<file path="src/rtl/motor_pkg.sv">
// Shared types and helpers for the N-channel H-bridge motor controller.
package motor_pkg;

  typedef enum logic [1:0] {StBrake, StFwd, StRev, StDead} mstate_e;

  // Magnitude of a sign-extended command, clamped to 2^(w-1)-1 so the most negative
  // command saturates instead of wrapping to zero.
  function automatic logic [31:0] sat_abs(input logic signed [31:0] v, input int unsigned w);
    logic [31:0] mag;
    logic [31:0] pmax;
    mag  = v[31] ? 32'(-v) : 32'(v);
    pmax = (32'd1 << (w - 1)) - 32'd1;
    return (mag > pmax) ? pmax : mag;
  endfunction

endpackage

</file>
<file path="src/rtl/motor_chan.sv">
// One motor channel: mode FSM, duty and dead-time registers, registered PWM drive.
module motor_chan
  import motor_pkg::*;
#(
  parameter int unsigned DW       = 11,
  parameter int unsigned DEAD_CYC = 16
) (
  input  logic                 clk_i,
  input  logic                 rst_ni,
  input  logic                 bnd_i,
  input  logic [DW-2:0]        cnt_nxt_i,
  input  logic signed [DW-1:0] cmd_i,
  output logic                 fwd_o,
  output logic                 rev_o,
  output logic                 dead_o
);

  localparam int unsigned CW = DW - 1;

  mstate_e       state_q, state_d, tgt;
  logic [CW-1:0] duty_q, duty_d;
  logic [CW-1:0] dead_cnt_q, dead_cnt_d;
  logic [CW-1:0] mag;
  logic          fwd_q, fwd_d, rev_q, rev_d, dead_q, dead_d;

  always_comb begin
    mag = CW'(sat_abs(32'(cmd_i), DW));
    if (cmd_i == '0) begin
      tgt = StBrake;
    end else if (cmd_i[DW-1]) begin
      tgt = StRev;
    end else begin
      tgt = StFwd;
    end

    state_d    = state_q;
    duty_d     = duty_q;
    dead_cnt_d = (dead_cnt_q != '0) ? dead_cnt_q - CW'(1) : dead_cnt_q;
    if (bnd_i) begin
      duty_d = mag;
      case (state_q)
        StFwd:   state_d = (tgt == StRev) ? StDead : tgt;
        StRev:   state_d = (tgt == StFwd) ? StDead : tgt;
        StDead:  state_d = (dead_cnt_q == '0) ? tgt : StDead;
        default: state_d = tgt;
      endcase
      if (state_d == StDead && state_q != StDead) begin
        dead_cnt_d = CW'(DEAD_CYC - 1);
      end
    end

    // Drive values for the next cycle, so a new mode starts exactly at cnt == 0.
    fwd_d  = 1'b0;
    rev_d  = 1'b0;
    dead_d = 1'b0;
    case (state_d)
      StBrake: begin
        fwd_d = 1'b1;
        rev_d = 1'b1;
      end
      StFwd:   fwd_d = (cnt_nxt_i < duty_d);
      StRev:   rev_d = (cnt_nxt_i < duty_d);
      default: dead_d = 1'b1;
    endcase
  end

  always_ff @(posedge clk_i) begin
    if (!rst_ni) begin
      state_q    <= StDead;
      duty_q     <= '0;
      dead_cnt_q <= '0;
      fwd_q      <= 1'b0;
      rev_q      <= 1'b0;
      dead_q     <= 1'b1;
    end else begin
      state_q    <= state_d;
      duty_q     <= duty_d;
      dead_cnt_q <= dead_cnt_d;
      fwd_q      <= fwd_d;
      rev_q      <= rev_d;
      dead_q     <= dead_d;
    end
  end

  assign fwd_o  = fwd_q;
  assign rev_o  = rev_q;
  assign dead_o = dead_q;

endmodule

</file>
<file path="src/rtl/motor_cntrl_mc.sv">
// N-channel H-bridge motor controller: shared PWM period counter and command register.
module motor_cntrl_mc
  import motor_pkg::*;
#(
  parameter int unsigned NUM_CH   = 2,
  parameter int unsigned DW       = 11,
  parameter int unsigned DEAD_CYC = 16
) (
  input  logic                 clk,
  input  logic                 rst_n,
  input  logic [NUM_CH*DW-1:0] cmd,
  input  logic                 cmd_vld,
  output logic [NUM_CH-1:0]    fwd,
  output logic [NUM_CH-1:0]    rev,
  output logic [NUM_CH-1:0]    dead
);

  localparam int unsigned CW = DW - 1;
  localparam logic [CW-1:0] PMAX = '1;

  logic [CW-1:0]        cnt_q, cnt_d;
  logic [NUM_CH*DW-1:0] cmd_q, cmd_d;
  logic                 bnd;

  always_comb begin
    bnd   = (cnt_q == PMAX);
    cnt_d = cnt_q + CW'(1);
    cmd_d = cmd_vld ? cmd : cmd_q;
  end

  always_ff @(posedge clk) begin
    if (!rst_n) begin
      cnt_q <= '0;
      cmd_q <= '0;
    end else begin
      cnt_q <= cnt_d;
      cmd_q <= cmd_d;
    end
  end

  for (genvar i = 0; i < NUM_CH; i++) begin : g_chan
    motor_chan #(
      .DW       (DW),
      .DEAD_CYC (DEAD_CYC)
    ) u_chan (
      .clk_i     (clk),
      .rst_ni    (rst_n),
      .bnd_i     (bnd),
      .cnt_nxt_i (cnt_d),
      .cmd_i     (cmd_q[i*DW +: DW]),
      .fwd_o     (fwd[i]),
      .rev_o     (rev[i]),
      .dead_o    (dead[i])
    );
  end

endmodule

</file>
<file path="config.mk">
export PLATFORM = sky130hd
export DESIGN_NAME = motor_cntrl_mc
export DESIGN_NICKNAME = d
export VERILOG_FILES = /design/src/rtl/motor_pkg.sv /design/src/rtl/motor_chan.sv /design/src/rtl/motor_cntrl_mc.sv
export SDC_FILE = /design/constraint.sdc
export NUM_CORES = 1
export LEC_CHECK = 0
export CAP_MARGIN = 20
export CORE_MARGIN = 1.5
export CORE_UTILIZATION = 35
export CTS_CLUSTER_SIZE = 30
export DETAILED_ROUTE_END_ITERATION = 16
export SYNTH_ARGS = -nofsm -noshare
export SYNTH_HDL_FRONTEND = slang
export SYNTH_SLANG_ARGS = --single-unit
</file>
<file path="constraint.sdc">
create_clock -name clk -period 3.7 [get_ports clk]
set_input_delay 0.555 -clock clk [delete_from_list [all_inputs] [get_ports clk]]
set_output_delay 0.555 -clock clk [all_outputs]
set_load 0.01 [all_outputs]
</file>
==> out/results.ini, run 1 <==
[run_status]
status=complete, no violations

[route]
vias=3733
antenna_left=0
post-route-drc-count=0
routed_via_density=5.31
first_iter_violations=293
wl_per_cell_um=14.4
wl_um=10100
drtPass1Iterations=4

[final_layout]
mostFrequentLayoutCells=82 x dfxtp_1, 67 x nor2_1, 36 x a21oi_1
fin_nets=574
antenna_cells=0
fill_cells=1268
drive_gt1_share_pct=9.23
area_growth_pct=14.7
final_common_cell=dfxtp_1
instances_no_fill=703

[clocking]
cts_setup_buffers=0
numCtsBuffers=9
cts_tree=yes
cts.clk_slew.worst_paths_ns=0.06
cts_sinks=82
clk_latency_ns=0.35
h-tree-depth=3
clock-root-buffer=clkbuf_16
clock_path_buffers=2

[timing]
rsz0062_at_grt=false
fin_crit_sh_pct=90.2
final.setup.tns_ns=0
setup_viol=0
fmax_mhz=300
clock_skew_ns=0.00884
timing.hold.ws_ns=0.465
period_minus_slack_ns=3.34
relSlewSlack_pct=36.1
finalHoldViolations=0
tightest_slew_ns=0.957
report.final.slew_viol_count=0

[yosys]
syn_nets=556
synth_seq_cells=82
syn-instance-count=508
async_flop_share_pct=0
synth_enable_flop_cells=0
syn_area_um2=4510
synth_ff_type=dfxtp_1
seq_area_frac_synth_pct=36.4
ys_types=66
synth_warnings=0
synth.avg_cell_area_um2=8.87

[power_and_ir_drop]
pwr-share-clk_pct=32.2
leakage_uw=0.00204
pwr-share-seq_pct=39.8
swShare_pct=31.7
ir_drop_v=0.000259
power_density_nw_per_um2=538
p_int_uw=1900
p_sw_uw=882
p_comb_share_pct=28.1

[floorplan]
die_h_um=116
rows=41
die-area_um2=13600
start_util_pct=35.9
coreArea_um2=12600
io_pins=31
die_x_um=116

[setup_path]
critical_path_buf_inv_count=1
cp-end-kind=register
crit_type=register to register
cp-start-kind=register
worst_path_dominant_cell_family=simple AND/OR/NAND/NOR gates
critPathArrivalTime_ns=3.51
crit_path_top_delay_cell=nor3b_2
crit_fanout=9
slowest_delay_ns=0.48
worstPathRequired_ns=3.88
cp_cell_sequence=inv_1 > ha_1 > nor3b_2 > nand3_1 > a211oi_1 > a21oi_1 > ha_1 > and4_1 > or3b_2 > o211ai_1 > a211oi_1

[grt]
grt_antenna_before_repair=0
track_usage_pct=15.8
grt_max_degree=56
grt_pass1_wl_um=16700
grt_pass1_vias=3548
grt_overflow=0

[placement]
dp.final_hpwl_um=7220
port_buffers=30
place_inst=687
gp_congestion=0.805

[worst_hold_path]
hp-class=register to register

[run]
drv_cap=0

-- synthesized netlist by cell type, types with 4 or more instances --
master	instances	share of area (%)
dfxtp_1	82	36
nor2_1	67	5.6
a21oi_1	36	4.0
mux2i_1	27	6.0
nand2_1	27	2.2
ha_1	23	6.4
inv_1	18	1.5
and2_1	12	1.7
o21ai_0	12	1.3
xnor2_1	12	2.3
nand3_1	11	1.2
clkbuf_1	10	0.83
o211ai_1	10	1.7
a211oi_1	9	1.5
a31oi_1	9	1.2
nor3_1	9	1.0
a21o_1	8	1.3
nor2b_1	7	0.97
xor2_1	7	1.4
buf_4	6	1.0
buf_1	5	0.42
nor4_1	5	0.69
o31a_1	5	0.97
o31ai_1	5	0.83
or3_1	5	0.69
or4_4	5	1.2
buf_6	4	1.0
clkbuf_8	4	1.2
nand2b_1	4	0.56
nand4_1	4	0.56
-- routing by layer --
layer  up-vias  GRT usage (%)  wire length (µm)
li1       1878              -                 -
met5         -              0                 0
met4         0           8.13               258
met1      1756           19.9              4810
met2        82           25.8              4610
met3        17           2.85               417
-- state kept, by name, indices dropped and copies added, names as in the netlist --
| register | count |
|---|---|
| g_chan.u_chan.dead_cnt_q | 20 |
| g_chan.u_chan.duty_q | 20 |
| g_chan.u_chan.state_q | 4 |
| cnt_q | 10 |
| g_chan.u_chan.rev_o | 2 |
| g_chan.u_chan.dead_o | 2 |
| g_chan.u_chan.fwd_o | 2 |
| cmd_q | 22 |
-- what timing repair did --
| item | 4_1_cts | 5_1_grt |
|---|---|---|
| endpoints found under the hold margin | 0 | 0 |
| hold buffers | 0 | 0 |
| gates resized for setup | 0 | 1 |
| endpoints found under the setup margin | 0 | 1 |
-- metrics by stage --
step | instance area, µm² | total power [µW] | util [%] | setup slack (ns)
CTS | 5170 | 2810 | 41.1 | 0.203
global placement | 4870 | 1890 | 38.7 | 0.404
floorplan | 4510 | 1750 | - | 0.700
detailed placement | 4870 | 1910 | 38.7 | 0.219
finish | 5170 | 2780 | 41.2 | 0.362
global route | 5170 | 2970 | 41.2 | 0.167
-- logic make-up (layout without fill, tap and decap cells) --
kind of cell               count (synthesis)  count (layout)  share of synthesized area, %
and+or+nand+nor                          183             183                          22.0
xor gates and xnor gates                  19              19                          3.69
muxes                                     27              27                          6.00
AOI/OAI and AO/OA                        125             125                          19.4
buffers and inverters                     49              72                          6.16
DFF                                       82              82                          36.4
adders and majority gates                 23              23                          6.38
-- power groups by stage --
stage                     logic (µW)  registers [µW]  clock network, µW
after floorplan                  656            1090                  0
after global routing             883            1130                959
final                            782            1110                895
after detailed placement         782            1130                  0
after CTS                        787            1110                916
after global placement           768            1120                  0
-- final timing paths --
| path | from | end | slack (ns) | depth (start not counted) |
|---|---|---|---|---|
| setup / recovery | cmd_q[0] | g_chan[0].u_chan.rev_o | 0.36 | 11 |
| setup reg to reg | cmd_q[0] | g_chan[0].u_chan.rev_o | 0.36 | 11 |
| hold reg to reg | g_chan[1].u_chan.duty_q[7] | g_chan[1].u_chan.duty_q[7] | 0.46 | 2 |
| hold / removal | g_chan[1].u_chan.duty_q[7] | g_chan[1].u_chan.duty_q[7] | 0.46 | 2 |
-- area by class of cell --
cell class	instances	area, µm²	share of cell area (%)
multi-input cells	377	2590	50.1
flip-flops and latches	82	1640	31.7
repair buffers	37	353	6.82
well taps	172	215	4.16
inverters	19	71.3	1.38
clock buffers	12	246	4.77
clock inverters	4	51.3	0.992
-- worst reg2reg max path, cell delays in order (launching register included) --
cell and delay [ns]:
dfxtp_1 0.37, inv_1 0.10, ha_1 0.20, nor3b_2 0.48
nand3_1 0.27, a211oi_1 0.29, a21oi_1 0.10, ha_1 0.31
and4_1 0.21, or3b_2 0.44, o211ai_1 0.28, a211oi_1 0.13
Note: power is estimated with default switching activity, not from simulation.
==> inputs of run 2 (changes only) <==
--- a/config.mk
+++ b/config.mk
@@ -6,10 +6,11 @@
 export NUM_CORES = 1
 export LEC_CHECK = 0
 export CAP_MARGIN = 20
-export CORE_MARGIN = 1.5
-export CORE_UTILIZATION = 35
+export CORE_MARGIN = 8
+export CORE_UTILIZATION = 50
 export CTS_CLUSTER_SIZE = 30
 export DETAILED_ROUTE_END_ITERATION = 16
+export PLACE_DENSITY = 0.69
 export SYNTH_ARGS = -nofsm -noshare
 export SYNTH_HDL_FRONTEND = slang
 export SYNTH_SLANG_ARGS = --single-unit
==> out/results.ini, run 2 (same netlist as run 1, synthesis figures left out) <==
[final_layout]
fill_cells=804  ; -37%
multi_input_area_um2=2590  ; -0.19%
area_growth_pct=11.1
regArea_um2=1640  ; unchanged
antenna_cells=0  ; unchanged
reg.largest.list=cmd_q (22), g_chan.u_chan.dead_cnt_q (20), g_chan.u_chan.duty_q (20)
instances_no_fill=639  ; -9.1%
top_register=cmd_q
largest_register_ff_count=22  ; unchanged
fin_nets=574  ; unchanged
final_common_cell=dfxtp_1
mostFrequentLayoutCells=82 x dfxtp_1, 67 x nor2_1, 36 x a21oi_1
drive_gt1_share_pct=9.42  ; +0.19 points

[route]
vias=3690  ; -1.2%
first_iter_violations=228  ; -22%
post-route-drc-count=0  ; unchanged
wl_um=9740  ; -3.5%
wl_per_cell_um=15.2  ; +6.1%
drtPass1Iterations=4  ; unchanged
routed_via_density=5.77  ; +8.7%
antenna_left=0  ; unchanged

[grt]
grt_overflow=0  ; unchanged
track_usage_pct=15.6  ; -0.15 points
grt_antenna_before_repair=0  ; unchanged
grt_pass1_wl_um=16400  ; -1.9%
grt_max_degree=56  ; unchanged
grt_pass1_vias=3460  ; -2.5%

[power_and_ir_drop]
swShare_pct=33.4  ; +1.7 points
ir_drop_v=0.000184  ; -29%
power_density_nw_per_um2=521  ; -3.2%
pwr-share-seq_pct=42.3  ; +2.5 points
leakage_uw=0.00200  ; -1.9%
p_int_uw=1740  ; -8.6%
p_sw_uw=871  ; -1.2%
p_comb_share_pct=30.2  ; +2.1 points
pwr-share-clk_pct=27.5  ; -4.7 points

[setup_path]
rr_worst_depth=11  ; unchanged
cp_cell_sequence=ha_1 > nand2_1 > or3_1 > buf_4 > o31a_1 > ha_1 > and4_1 > a21o_1 > o21ai_0 > o211ai_1 > a211oi_1
crit_fanout=16  ; +7
critPathArrivalTime_ns=3.65  ; +0.14 ns
slowest_delay_ns=0.64  ; +0.16 ns
r2r_slack_ns=0.31  ; -0.05 ns
r2r_end=g_chan[1].u_chan.fwd_o
cp-start-kind=register
cp-end-kind=register
worstPathRequired_ns=3.96  ; +0.08 ns
r2r_start=cnt_q[0]
crit_path_top_delay_cell=or3_1
crit_type=register to register
cp_common_cell=ha_1

[floorplan]
coreArea_um2=8720  ; -31%
rows=34  ; -17%
io_pins=31  ; unchanged
start_util_pct=51.7  ; +16 points
die_h_um=111  ; -4.8%
die_x_um=111  ; -4.8%
die-area_um2=12300  ; -9.3%

[run]
drv_cap=0  ; unchanged

[timing]
report.final.slew_viol_count=0  ; unchanged
fmax_mhz=295  ; -1.5%
tightest_slew_ns=0.971  ; +0.0140 ns
fin_crit_sh_pct=91.6  ; +1.4 points
finalHoldViolations=0  ; unchanged
setup_viol=0  ; unchanged
relSlewSlack_pct=35.2  ; -0.94 points
period_minus_slack_ns=3.39  ; +0.0520 ns
rsz0062_at_grt=false
final.setup.tns_ns=0  ; unchanged
clock_skew_ns=0.00576  ; -0.00308 ns

[clocking]
numCtsBuffers=9  ; unchanged
postCtsHoldBufs=0  ; unchanged
clock_path_buffers=2  ; unchanged
cts_tree=yes
h-tree-depth=3  ; unchanged
cts_sinks=82  ; unchanged
clock-root-buffer=clkbuf_8
post_cts_resized=0  ; unchanged
cts.clk_slew.worst_paths_ns=0.08  ; +0.02 ns
cts_setup_buffers=0  ; unchanged
clk_latency_ns=0.35  ; about the same

[worst_hold_path]
holdPathEnd=g_chan[1].u_chan.duty_q[7]
hold_depth=2  ; unchanged
hold_start=g_chan[1].u_chan.duty_q[7]
hp-class=register to register

[placement]
place_inst=623  ; -9.3%
gp_congestion=0.842  ; +4.6%
dp.final_hpwl_um=7020  ; -2.8%
port_buffers=30  ; unchanged

[run_status]
status=complete, no violations

-- run 2: worst max-delay path, delay by kind of cell, from the launching register on --
kind / cells / cell delay (ns)
flops: 1 / 0.40
fa+ha+maj: 2 / 0.52
buf+inv: 1 / 0.32
simple gates: 3 / 1.00
compound gates: 5 / 1.05
-- run 2: area by class of cell --
| type | count | share of cell area, % |
|---|---|---|
| clock inverter | 7 | 1.87 |
| multi-input combinational | 377 | 51.7 |
| tap | 108 | 2.70 |
| clock buffer | 9 | 2.47 |
| sequential | 82 | 32.8 |
| inverter | 19 | 1.42 |
| timing repair buffer | 37 | 7.05 |
-- run 2: power groups by stage --
stage	Combinational (µW)	Clock, µW	Sequential (µW)
finish	787	717	1100
global route	884	763	1130
CTS	791	730	1100
detailed placement	782	0	1120
global placement	761	0	1120
floorplan	656	0	1090
-- run 2: how the worst max path moves through the flow --
| stage | cells past startpoint | startpoint | slack [ns] | to |
|---|---|---|---|---|
| 2_1_floorplan | 12 | cnt_q[0] | 0.70 | g_chan[0].u_chan.fwd_o |
| 3_3_place_gp | 11 | cnt_q[0] | 0.48 | g_chan[1].u_chan.fwd_o |
| 3_5_place_dp | 11 | cnt_q[0] | 0.38 | g_chan[1].u_chan.fwd_o |
| 4_1_cts | 11 | cmd_q[0] | 0.33 | g_chan[0].u_chan.fwd_o |
| 5_1_grt | 11 | cmd_q[0] | 0.07 | g_chan[0].u_chan.fwd_o |
| 6_report | 11 | cnt_q[0] | 0.31 | g_chan[1].u_chan.fwd_o |
-- run 2: stage by stage --
step                      instance area, µm²  total power, µW  utilization (%)  setup slack (ns)  hold slack (ns)
after detailed placement                4790             1910             54.9             0.381            0.448
after CTS                               5010             2620             57.4             0.331            0.462
after global placement                  4790             1880             54.9             0.479            0.442
after global routing                    5010             2770             57.4            0.0669            0.505
final                                   5010             2610             57.4             0.310            0.464
after floorplan                         4510             1750                -             0.700            0.432
-- run 2: per-layer routing --
metal | up-vias | global-route usage (%) | wire [µm]
met5 | - | 0 | 0
met4 | 0 | 5.86 | 125
met3 | 11 | 2.44 | 331
met2 | 73 | 24.4 | 4390
met1 | 1723 | 21.1 | 4890
li1 | 1883 | - | -
==> inputs of run 3 (changes only) <==
--- a/config.mk
+++ b/config.mk
@@ -6,11 +6,10 @@
 export NUM_CORES = 1
 export LEC_CHECK = 0
 export CAP_MARGIN = 20
-export CORE_MARGIN = 8
-export CORE_UTILIZATION = 50
+export CORE_MARGIN = 1.5
+export CORE_UTILIZATION = 30
 export CTS_CLUSTER_SIZE = 30
 export DETAILED_ROUTE_END_ITERATION = 16
-export PLACE_DENSITY = 0.69
 export SYNTH_ARGS = -nofsm -noshare
 export SYNTH_HDL_FRONTEND = slang
 export SYNTH_SLANG_ARGS = --single-unit
==> out/results.ini, run 3 (same netlist as run 1, synthesis figures left out) <==
[final_layout]
largest_register_ff_count=22  ; unchanged
reg.largest.list=cmd_q (22), g_chan.u_chan.dead_cnt_q (20), g_chan.u_chan.duty_q (20)
top_register=cmd_q
drive_gt1_share_pct=9.42  ; unchanged
area_growth_pct=14.5
antenna_cells=0  ; unchanged
mostFrequentLayoutCells=82 x dfxtp_1, 67 x nor2_1, 36 x a21oi_1
fin_nets=574  ; unchanged
utilization_pct=35.4  ; -22 points
instances_no_fill=715  ; +12%
final_common_cell=dfxtp_1
fill_cells=1471  ; +83%

[worst_hold_path]
hp-class=register to register
hold_depth=2  ; unchanged
holdPathEnd=g_chan[1].u_chan.duty_q[7]
hold_start=g_chan[1].u_chan.duty_q[7]

[setup_path]
cp_common_cell=ha_1
critPathArrivalTime_ns=3.71  ; +0.06 ns
crit_type=register to register
crit_path_top_delay_cell=or3_1
cp_cell_sequence=ha_1 > nand2_1 > or3_1 > buf_4 > o31a_1 > ha_1 > and4_1 > a21o_1 > o21ai_0 > o211ai_1 > a211oi_1
cp-start-kind=register
rr_worst_depth=11  ; unchanged
worst_path_dominant_cell_family=compound AO/OA/AOI/OAI gates
r2r_slack_ns=0.23  ; -0.07 ns
crit_fanout=17  ; +1
critical_path_buf_inv_count=1  ; unchanged
r2r_start=cnt_q[0]
worstPathRequired_ns=3.94  ; -0.02 ns
cp-end-kind=register
r2r_end=g_chan[1].u_chan.fwd_o
slowest_delay_ns=0.66  ; +0.02 ns

[clocking]
postCtsHoldBufs=0  ; unchanged
numCtsBuffers=9  ; unchanged
cts_tree=yes
clock_path_buffers=2  ; unchanged
h-tree-depth=3  ; unchanged
clock-root-buffer=clkbuf_16
cts_sinks=82  ; unchanged
clk_latency_ns=0.34  ; about the same
cts_setup_buffers=0  ; unchanged
post_cts_resized=0  ; unchanged
cts.clk_slew.worst_paths_ns=0.06  ; -0.02 ns

[timing]
tightest_slew_ns=0.981  ; +0.0100 ns
period_minus_slack_ns=3.47  ; +0.0747 ns
report.final.slew_viol_count=0  ; unchanged
final.setup.tns_ns=0  ; unchanged
setup_viol=0  ; unchanged
relSlewSlack_pct=34.5  ; -0.67 points
finalHoldViolations=0  ; unchanged
clock_skew_ns=0.00694  ; +0.00119 ns
fin_crit_sh_pct=93.7  ; +2.0 points
rsz0062_at_grt=false
fmax_mhz=289  ; -2.2%

[grt]
track_usage_pct=13.6  ; -2.1 points
grt_pass1_wl_um=17500  ; +7.0%
grt_max_degree=56  ; unchanged
grt_pass1_vias=3649  ; +5.5%
grt_antenna_before_repair=0  ; unchanged
grt_overflow=0  ; unchanged

[floorplan]
die_h_um=126  ; +13%
die_x_um=126  ; +13%
rows=44  ; +29%
coreArea_um2=14600  ; +67%
die-area_um2=15800  ; +28%
io_pins=31  ; unchanged
start_util_pct=30.9  ; -21 points

[route]
wl_per_cell_um=14.2  ; -6.6%
top_layer_used=met4
drtPass1Iterations=5  ; +1
post-route-drc-count=0  ; unchanged
dr_wl_met2_um=4740  ; +8.0%
wl_um=10200  ; +4.5%
first_iter_violations=337  ; +48%
antenna_left=0  ; unchanged
vias=3779  ; +2.4%
dr_wl_met3_um=417  ; +26%
met1_length_um=4760  ; -2.7%
routed_via_density=5.29  ; -8.5%

[placement]
dp.final_hpwl_um=7170  ; +2.2%
gp_congestion=0.812  ; -3.5%
port_buffers=30  ; unchanged
place_inst=699  ; +12%

[power_and_ir_drop]
leakage_uw=0.00203  ; +1.5%
power_density_nw_per_um2=528  ; +1.4%
ir_drop_v=0.000244  ; +32%
p_total_uw=2730  ; +4.5%

[run_status]
status=complete, no violations

[run]
drv_cap=0  ; unchanged

## run 3: where the power goes
part / leakage [µW] / internal [µW] / total (µW) / switching (µW)
sequential: 0.000669 / 987 / 1110 / 118
combinational: 0.00122 / 372 / 787 / 415
clock: 0.000136 / 459 / 834 / 376
total: 0.00203 / 1820 / 2730 / 908
## run 3: final cells by class
class | instances | area (µm²) | share of cell area (%)
Timing Repair Buffer | 37 | 353 | 6.83
Multi-Input combinational cell | 377 | 2590 | 50.1
Tap cell | 184 | 230 | 4.46
Inverter | 19 | 71.3 | 1.38
Clock inverter | 7 | 52.6 | 1.02
Clock buffer | 9 | 225 | 4.36
Sequential cell | 82 | 1640 | 31.8
## run 3: worst max path at each step
stage | from | to | depth (start not counted)
floorplan | cnt_q[0] | g_chan[0].u_chan.fwd_o | 12
global placement | cnt_q[0] | g_chan[1].u_chan.fwd_o | 11
detailed placement | cnt_q[0] | g_chan[1].u_chan.fwd_o | 11
CTS | cnt_q[0] | g_chan[1].u_chan.fwd_o | 11
global route | cnt_q[0] | g_chan[1].u_chan.fwd_o | 11
finish | cnt_q[0] | g_chan[1].u_chan.fwd_o | 11
## run 3: per-stage QoR
| step | setup WS (ns) | instance area, µm² | hold WS, ns |
|---|---|---|---|
| after detailed placement | 0.280 | 4880 | 0.454 |
| after floorplan | 0.700 | 4510 | 0.432 |
| final | 0.235 | 5160 | 0.464 |
| after global routing | 0.0219 | 5160 | 0.500 |
| after CTS | 0.235 | 5160 | 0.464 |
| after global placement | 0.404 | 4880 | 0.452 |
## run 3: worst reg2reg max path, cell delays in order (launching register included)
cell and delay (ns):
dfxtp_1 0.40, ha_1 0.23, nand2_1 0.16, or3_1 0.66
buf_4 0.32, o31a_1 0.34, ha_1 0.30, and4_1 0.20
a21o_1 0.17, o21ai_0 0.16, o211ai_1 0.17, a211oi_1 0.26
## run 3: metal layers
layer | up-vias | GRT usage [%]
met4 | 0 | 5.82
met2 | 87 | 21.8
met1 | 1787 | 17.5
met3 | 17 | 2.95
li1 | 1888 | -
met5 | - | 0
